--- config.mk ---
export PLATFORM = sky130hd
export DESIGN_NAME = rf_scoreboard
export DESIGN_NICKNAME = d
export VERILOG_FILES = /design/src/rtl/rf_scoreboard.sv
export SDC_FILE = /design/constraint.sdc
export NUM_CORES = 1
export LEC_CHECK = 0
export CAP_MARGIN = 40
export CORE_MARGIN = 8
export CORE_UTILIZATION = 30
export CTS_CLUSTER_SIZE = 14
export DETAILED_ROUTE_END_ITERATION = 12
export GPL_TIMING_DRIVEN = 0
export HOLD_SLACK_MARGIN = 0.05
export PLACE_DENSITY_LB_ADDON = 0.1
export SLEW_MARGIN = 10
export SYNTH_ARGS = -nofsm -noshare
export SYNTH_HDL_FRONTEND = slang
export SYNTH_SLANG_ARGS = --single-unit
--- constraint.sdc ---
create_clock -name clk -period 6.3 [get_ports clk]
set_input_delay 1.89 -clock clk [delete_from_list [all_inputs] [get_ports clk]]
set_output_delay 1.89 -clock clk [all_outputs]
set_load 0.005 [all_outputs]
--- src/rtl/rf_scoreboard.sv ---
// rf_scoreboard
// Issue-side controller for the 32x32 register file. Tracks destination
// registers owned by in-flight long-latency operations, stalls dependent or
// conflicting instructions in ID, and arbitrates the single RF write port
// between pipeline writeback (always wins) and a one-entry long-unit hold
// register.
//
// Ports:
//   clk, reset                 clock, synchronous active-high reset
//   issue_*                    ID instruction request; issue_stall out
//   wb_valid/wb_rd/wb_data     pipeline writeback request
//   lu_valid/lu_rd/lu_data     long-unit result; lu_ready out
//   RegWrite/Write_register/Write_data   register file write port
//   busy                       any long op outstanding
//   err                        sticky protocol-error flag
module rf_scoreboard #(
  parameter int MAX_OUT = 4
) (
  input  logic        clk,
  input  logic        reset,
  input  logic        issue_valid,
  input  logic [4:0]  issue_rs,
  input  logic [4:0]  issue_rt,
  input  logic        issue_use_rs,
  input  logic        issue_use_rt,
  input  logic        issue_wr,
  input  logic [4:0]  issue_rd,
  input  logic        issue_long,
  output logic        issue_stall,
  input  logic        wb_valid,
  input  logic [4:0]  wb_rd,
  input  logic [31:0] wb_data,
  input  logic        lu_valid,
  input  logic [4:0]  lu_rd,
  input  logic [31:0] lu_data,
  output logic        lu_ready,
  output logic        RegWrite,
  output logic [4:0]  Write_register,
  output logic [31:0] Write_data,
  output logic        busy,
  output logic        err
);

  logic [31:1] pending_q, pending_d;
  logic [3:0]  out_cnt_q, out_cnt_d;
  logic        hold_valid_q, hold_valid_d;
  logic [4:0]  hold_rd_q, hold_rd_d;
  logic [31:0] hold_data_q, hold_data_d;
  logic        err_q, err_d;

  // $0 is never pending; widening with a zero LSB lets every 5-bit register
  // number index the vector directly.
  logic [31:0] pend;
  assign pend = {pending_q, 1'b0};

  logic haz_rs, haz_rt, waw, full;
  logic accept_long, commit, lu_acc;

  always_comb begin
    haz_rs      = issue_use_rs && pend[issue_rs];
    haz_rt      = issue_use_rt && pend[issue_rt];
    waw         = issue_wr && pend[issue_rd];
    full        = issue_wr && issue_long && (out_cnt_q == 4'(MAX_OUT));
    issue_stall = issue_valid && (haz_rs || haz_rt || waw || full);
    accept_long = issue_valid && !issue_stall && issue_wr && issue_long;
    commit      = hold_valid_q && !wb_valid;
    lu_ready    = !hold_valid_q || !wb_valid;
    lu_acc      = lu_valid && lu_ready;
    busy        = (out_cnt_q != 4'd0);
    err         = err_q;
  end

  always_comb begin
    RegWrite       = 1'b0;
    Write_register = 5'd0;
    Write_data     = 32'd0;
    if (wb_valid) begin
      RegWrite       = (wb_rd != 5'd0);
      Write_register = wb_rd;
      Write_data     = wb_data;
    end else if (hold_valid_q) begin
      RegWrite       = (hold_rd_q != 5'd0);
      Write_register = hold_rd_q;
      Write_data     = hold_data_q;
    end
  end

  always_comb begin
    pending_d   = pending_q;
    out_cnt_d   = out_cnt_q;
    hold_valid_d = hold_valid_q;
    hold_rd_d   = hold_rd_q;
    hold_data_d = hold_data_q;
    err_d       = err_q;

    // Clear before set: the WAW stall keeps both from hitting one register.
    if (commit && hold_rd_q != 5'd0) pending_d[hold_rd_q] = 1'b0;
    if (accept_long && issue_rd != 5'd0) pending_d[issue_rd] = 1'b1;

    // A commit of an erroneous (unowned) result must not underflow the count.
    if (accept_long && !(commit && out_cnt_q != 4'd0))
      out_cnt_d = out_cnt_q + 4'd1;
    else if (!accept_long && commit && out_cnt_q != 4'd0)
      out_cnt_d = out_cnt_q - 4'd1;

    if (lu_acc) begin
      hold_valid_d = 1'b1;
      hold_rd_d    = lu_rd;
      hold_data_d  = lu_data;
    end else if (commit) begin
      hold_valid_d = 1'b0;
    end

    if (lu_acc && lu_rd != 5'd0 && !pend[lu_rd]) err_d = 1'b1;
    if (wb_valid && wb_rd != 5'd0 && pend[wb_rd]) err_d = 1'b1;
    if (lu_acc && out_cnt_q == 4'd0) err_d = 1'b1;
  end

  always_ff @(posedge clk) begin
    if (reset) begin
      pending_q    <= '0;
      out_cnt_q    <= '0;
      hold_valid_q <= 1'b0;
      hold_rd_q    <= '0;
      hold_data_q  <= '0;
      err_q        <= 1'b0;
    end else begin
      pending_q    <= pending_d;
      out_cnt_q    <= out_cnt_d;
      hold_valid_q <= hold_valid_d;
      hold_rd_q    <= hold_rd_d;
      hold_data_q  <= hold_data_d;
      err_q        <= err_d;
    end
  end

endmodule

==> run metrics <==
status finished clean; IO Port Bufs 132; first-pass GRT wire length around 30 mm; min cycle time layout around 6.2 ns; Pleak ~2.4 nW; Data arrival, critical path 4.34 ns; fillcell total about 1700; Post-synth EDFFs 0; peak supply drop approximately 0.11 mV; initial antenna violation count 0; Syn Inst Count approximately 620; Setup Skew between 0.005 and 0.006 ns; Crit Path Category in -> out; Pint around 0.001 W; Longest Clk Path Bufs 2; Total GRT Usage 0.191; GP Congestion between 0.9 and 1; Worst-path clk slew 0.06 ns; num ports 140; clk sinks 74; share of layout cells above drive strength 1 0.116; post-synthesis sequential area ratio 0.298; Achievable Freq between 150 and 200 MHz; ys flop type dfxtp_1; post-synth cell types 53; Synth top area share 0.298; largest cells by area after synthesis dfxtp_1 30%, mux4_2 14%, nand2_1 13%; Hold Crit Depth 2; Core Rows 47; switch share 0.274; RR Startpoint pending_q[19]; via count between 5000 and 6000; vias in the first global route approximately 5500; final instance area between 6000 and 7000 µm²; Top cell by count, worst path clkdlybuf4s50_1; ANT nets after route 0; DR iter-0 viols 340; stages on the worst setup path 8; Max-Slew Margin vs Limit 0.487; Period Utilization, post-route 0.988; critical path data required time 4.41 ns; initial core utilization 0.303; DP Wirelength 15.8 mm; Syn. warnings 0; CP peak stage delay 0.55 ns; Reg power frac 0.373; Via density approximately 5.4; Least-Margin Pin Slew between 0.7 and 0.8 ns; CTS tree done; H-tree levels 3; Max Cap Viol 0; ys async rst share 0; Buf/Inv on CP 3; Skew-Pair Late Insertion Delay between 0.3 and 0.4 ns; placed cell area approximately 6600 µm²; cell at the slowest stage of the critical path or3b_2; Pre-antenna DRT Iters 5; Slew Limit Fails 0; Reg2Reg Setup Slack about 2.7 ns; worst hold margin 0.453 ns; syn avg cell area roughly 8 µm²; ANT cells 0; endpoint with the worst hold slack hold_data_q[19]; # nets final between 800 and 900; count leader, synth nand2_1; combinational power share 0.210; Worst Path Max Fanout 10; Top delay family on crit path buffers and inverters; final hold viol count 0; Congestion Overflow GR 0; pin count of the biggest net entering global routing 14; CTS Root Cell clkbuf_16; mapped cell area about 5000 µm²; total CTS buffers 9; DIE AREA roughly 21000 µm²; HP Class reg -> reg; final WL 20.2 mm; most instantiated cells after synthesis 178 x nand2_1, 74 x dfxtp_1, 64 x o21ai_0; Worst R2R End out_cnt_q[3]; Worst Min Path Start hold_data_q[19]; core box area 16400 µm²; Die Ht approximately 140 µm; Post-Syn Nets 724; DRC Markers 0; Die Wd around 140 µm; crit-path cells clkdlybuf4s50_1 -> clkbuf_2 -> or3b_2 -> nand2b_1 -> o41ai_1 -> o31a_1 -> o21a_1 -> clkdlybuf4s50_1; wire per inst about 20 µm; R2R cell count 13; Layout area overhead 39.7%; crit path launch type input pin; Clock Power Share 0.417; cell taking the most area after synthesis dfxtp_1; P_sw roughly 0.00037 W; Synth Register Bits between 70 and 80; Pwr Density 193 nW/µm²; CP Capture Type output port; Final Setup Violations 0
## flip-flops by register name, summed over array words and instances (netlist names)
signal / cells
err: 1
hold_rd_q: 5
hold_data_q: 32
hold_valid_q: 1
pending_q: 31
out_cnt_q: 4
## per-stage QoR
stage               setup slack (ns)  utilization  instances  total power [W]  setup TNS (ns)
finish                        0.0728        0.424        995          0.00134               0
CTS                          0.00108        0.422        993          0.00135               0
detailed placement            -0.199        0.400        975         0.000789          -0.199
floorplan                      0.895            -        623         0.000637               0
global placement              -0.179        0.400        975         0.000784          -0.179
global route                -0.00700        0.424        995          0.00140        -0.00700
## how the worst max path moves through the flow
stage	endpoint	startpoint	slack, ns
3_5_place_dp	issue_stall	issue_rs[1]	-0.20
4_1_cts	issue_stall	issue_rs[1]	0.001
2_1_floorplan	issue_stall	issue_rt[1]	0.90
6_report	issue_stall	issue_rd[3]	0.07
3_3_place_gp	issue_stall	issue_rs[1]	-0.18
5_1_grt	issue_stall	issue_rd[3]	-0.007
## logic make-up after synthesis
group,share of synthesized area
AND/OR/NAND/NOR,0.245
flip-flops,0.298
AO/OA/AOI/OAI,0.186
multiplexers,0.208
adder cells (fa/ha/maj),0.00906
buffers and inverters,0.0486
XOR/XNOR,0.00629
## timing repair
| action | in CTS | in global routing |
|---|---|---|
| resized for setup | 6 | 9 |
| buffers inserted | 2 | 1 |
| cloned | 0 | 1 |
| hold buffers | 0 | 0 |
| endpoints found under the setup margin | 1 | 1 |
## routing by layer
layer | vias up | global-route usage | routed length (µm)
li1 | 2540 | - | -
met1 | 2569 | 0.235 | 8750
met2 | 213 | 0.304 | 9390
met3 | 26 | 0.0673 | 1720
met4 | 0 | 0.0641 | 356
met5 | - | 0 | 0
## power groups by stage
stage	sequential [W]	clock, W	combinational, W
floorplan	0.000506	0	0.000131
global placement	0.000509	0	0.000275
detailed placement	0.000510	0	0.000279
CTS	0.000500	0.000564	0.000283
global route	0.000502	0.000588	0.000307
finish	0.000500	0.000559	0.000282
## layout by cell type (no fill, tap or decap), types with 5 or more instances in the layout
cell type        netlist  routed
inv_1                  5       5
o211ai_1              17      17
nor3_1                 7       7
o21ai_2                8       8
o311ai_0               7       6
dfxtp_1               74      74
a21oi_1               41      41
clkbuf_16              0       9
or3_1                  5       5
buf_1                  8       8
nand3_1               18      18
nand2b_1               8       8
buf_4                  2       6
o21ai_0               64      64
nor2_1                13      13
mux2_2                11      11
clkdlybuf4s50_1        0     130
nor2b_1                9       9
clkbuf_1              35      33
buf_2                  7       6
nand2_1              178     178
mux2i_1               21      21
mux4_2                31      31
## worst reg2reg max path: cells and delay by family (launching register included)
kind	cells	cell delay, ns
AOI/OAI and AO/OA	4	0.69
adders and majority gates	1	0.29
buffers and inverters	1	0.25
DFF	1	0.38
muxes	4	1.26
and+or+nand+nor	3	0.61
## cell type report
class	count	area, µm²	share of cell area
Multi-Input combinational cell	491	3260	0.469
Sequential cell	74	1480	0.213
Timing Repair Buffer	136	1350	0.195
Tap cell	220	275	0.0396
Buffer	53	240	0.0346
Clock buffer	9	225	0.0324
Clock inverter	7	93.8	0.0135
Inverter	5	18.8	0.00270
Note: power is estimated with default switching activity, not from simulation.
==> edit (config.mk and constraints unchanged) <==
Register the output `err`; this adds one clock of latency there. The other outputs are not delayed to match.
--- a/src/rtl/rf_scoreboard.sv
+++ b/src/rtl/rf_scoreboard.sv
@@ -42,4 +42,6 @@
 );
 
+  logic err_c;
+
   logic [31:1] pending_q, pending_d;
   logic [3:0]  out_cnt_q, out_cnt_d;
@@ -68,5 +70,5 @@
     lu_acc      = lu_valid && lu_ready;
     busy        = (out_cnt_q != 4'd0);
-    err         = err_q;
+    err_c       = err_q;
   end
 
@@ -135,4 +137,8 @@
   end
 
+  always_ff @(posedge clk) begin
+    err <= err_c;
+  end
+
 endmodule
 
Check against the original RTL: not equivalent (Yosys sat finds a counterexample within 4 cycles, from zero or initial values and one cycle with reset high).
==> edit against the original RTL <==
  * Sequential cell count increased by 1
  * Setup slack improved by 0.036 ns
  * Non-clock buffer count decreased by 1
  * Area after synthesis increased by 0.40%
  * First-iteration DRC count increased by 19%
  * Final area increased by 0.86%
  * Wire length decreased by 1.8%
  * Total power increased by 3.1%
==> edit: results (changes against the original RTL) <==
| Metric | Value |
|---|---|
| Status | complete, no violations |
| Layout cells sized above 1 | 0.117 (+0.00129) |
| Met1 usage | 0.233 (-0.00213) |
| Post-CTS Resized | 7 (+1) |
| Register area share after synthesis | 0.301 (+0.00281) |
| DP Area | 0.00659 sq mm (+0.30%) |
| Synthesized instance count | 624 (+0.16%) |
| Pleak | 2.48 nW (+1.8%) |
| Compound-Gate Fraction of Synth Area | 0.185 (-0.000745) |
| Crit-path max cell delay | 0.52 ns (-0.03 ns) |
| Routed wl met2 | 8980 um (-4.4%) |
| Clock share of power | 0.430 (+0.013) |
| DR WL met3 | 1700 um (-1.1%) |
| Dominant cells by area after synthesis | dfxtp_1 (30%), mux4_2 (14%), nand2_1 (13%) |
| Post-CTS Setup Bufs | 1 (-1) |
| Net count after synthesis | 725 (+0.14%) |
| Clk_skew | 0.00546 ns (-0.000214 ns) |
| Grt met3 use | 0.0557 (-0.0116) |
| Max VDD drop | 0.125 mV (+15%) |
| M1 WL | 8740 um (-0.14%) |
| Vias in the first global route | 5,373 (-1.9%) |
| Synth Area in Adders | 0.00902 (-0.0000363) |
| Global-route wire length before repair | 30,900 um (+1.5%) |
| Placer Congestion | 0.902 (-2.4%) |
| Xor/xnor cell area share of the yosys netlist | 0.00626 (-0.0000252) |
| CP max-delay cell | clkdlybuf4s50_1 |
| Setup WS pre-CTS | -0.180 ns (+0.0192 ns) |
| Switching Share | 0.262 (-0.0119) |
| Via Count | 5,340 (-0.15%) |
| Final wirelength | 19,900 um (-1.8%) |
| Average wire per standard cell | 20.0 um (-1.8%) |
| GRT Total Usage | 0.184 (-0.00650) |
| Grt met2 use | 0.290 (-0.0141) |
[edit: layout make-up]
| class | instances | area (sq um) |
|---|---|---|
| tap | 220 | 275 |
| multi-input combinational | 491 | 3260 |
| sequential | 75 | 1500 |
| buffer | 53 | 254 |
| clock inverter | 7 | 116 |
| clock buffer | 9 | 225 |
| inverter | 5 | 22.5 |
| fill | 1628 | 9400 |
| timing repair buffer | 135 | 1350 |
[edit: final timing paths]
check | endpoint | cells after the start | start | slack (ns)
setup / recovery | issue_stall | 9 | issue_rt[2] | 0.11
hold / removal | err$_DFF_P_ | 0 | err_c$_SDFFE_PP0P_ | 0.36
setup reg to reg | out_cnt_q[3]$_SDFFE_PP0P_ | 13 | pending_q[26]$_SDFF_PP0_ | 2.77
hold reg to reg | err$_DFF_P_ | 0 | err_c$_SDFFE_PP0P_ | 0.36
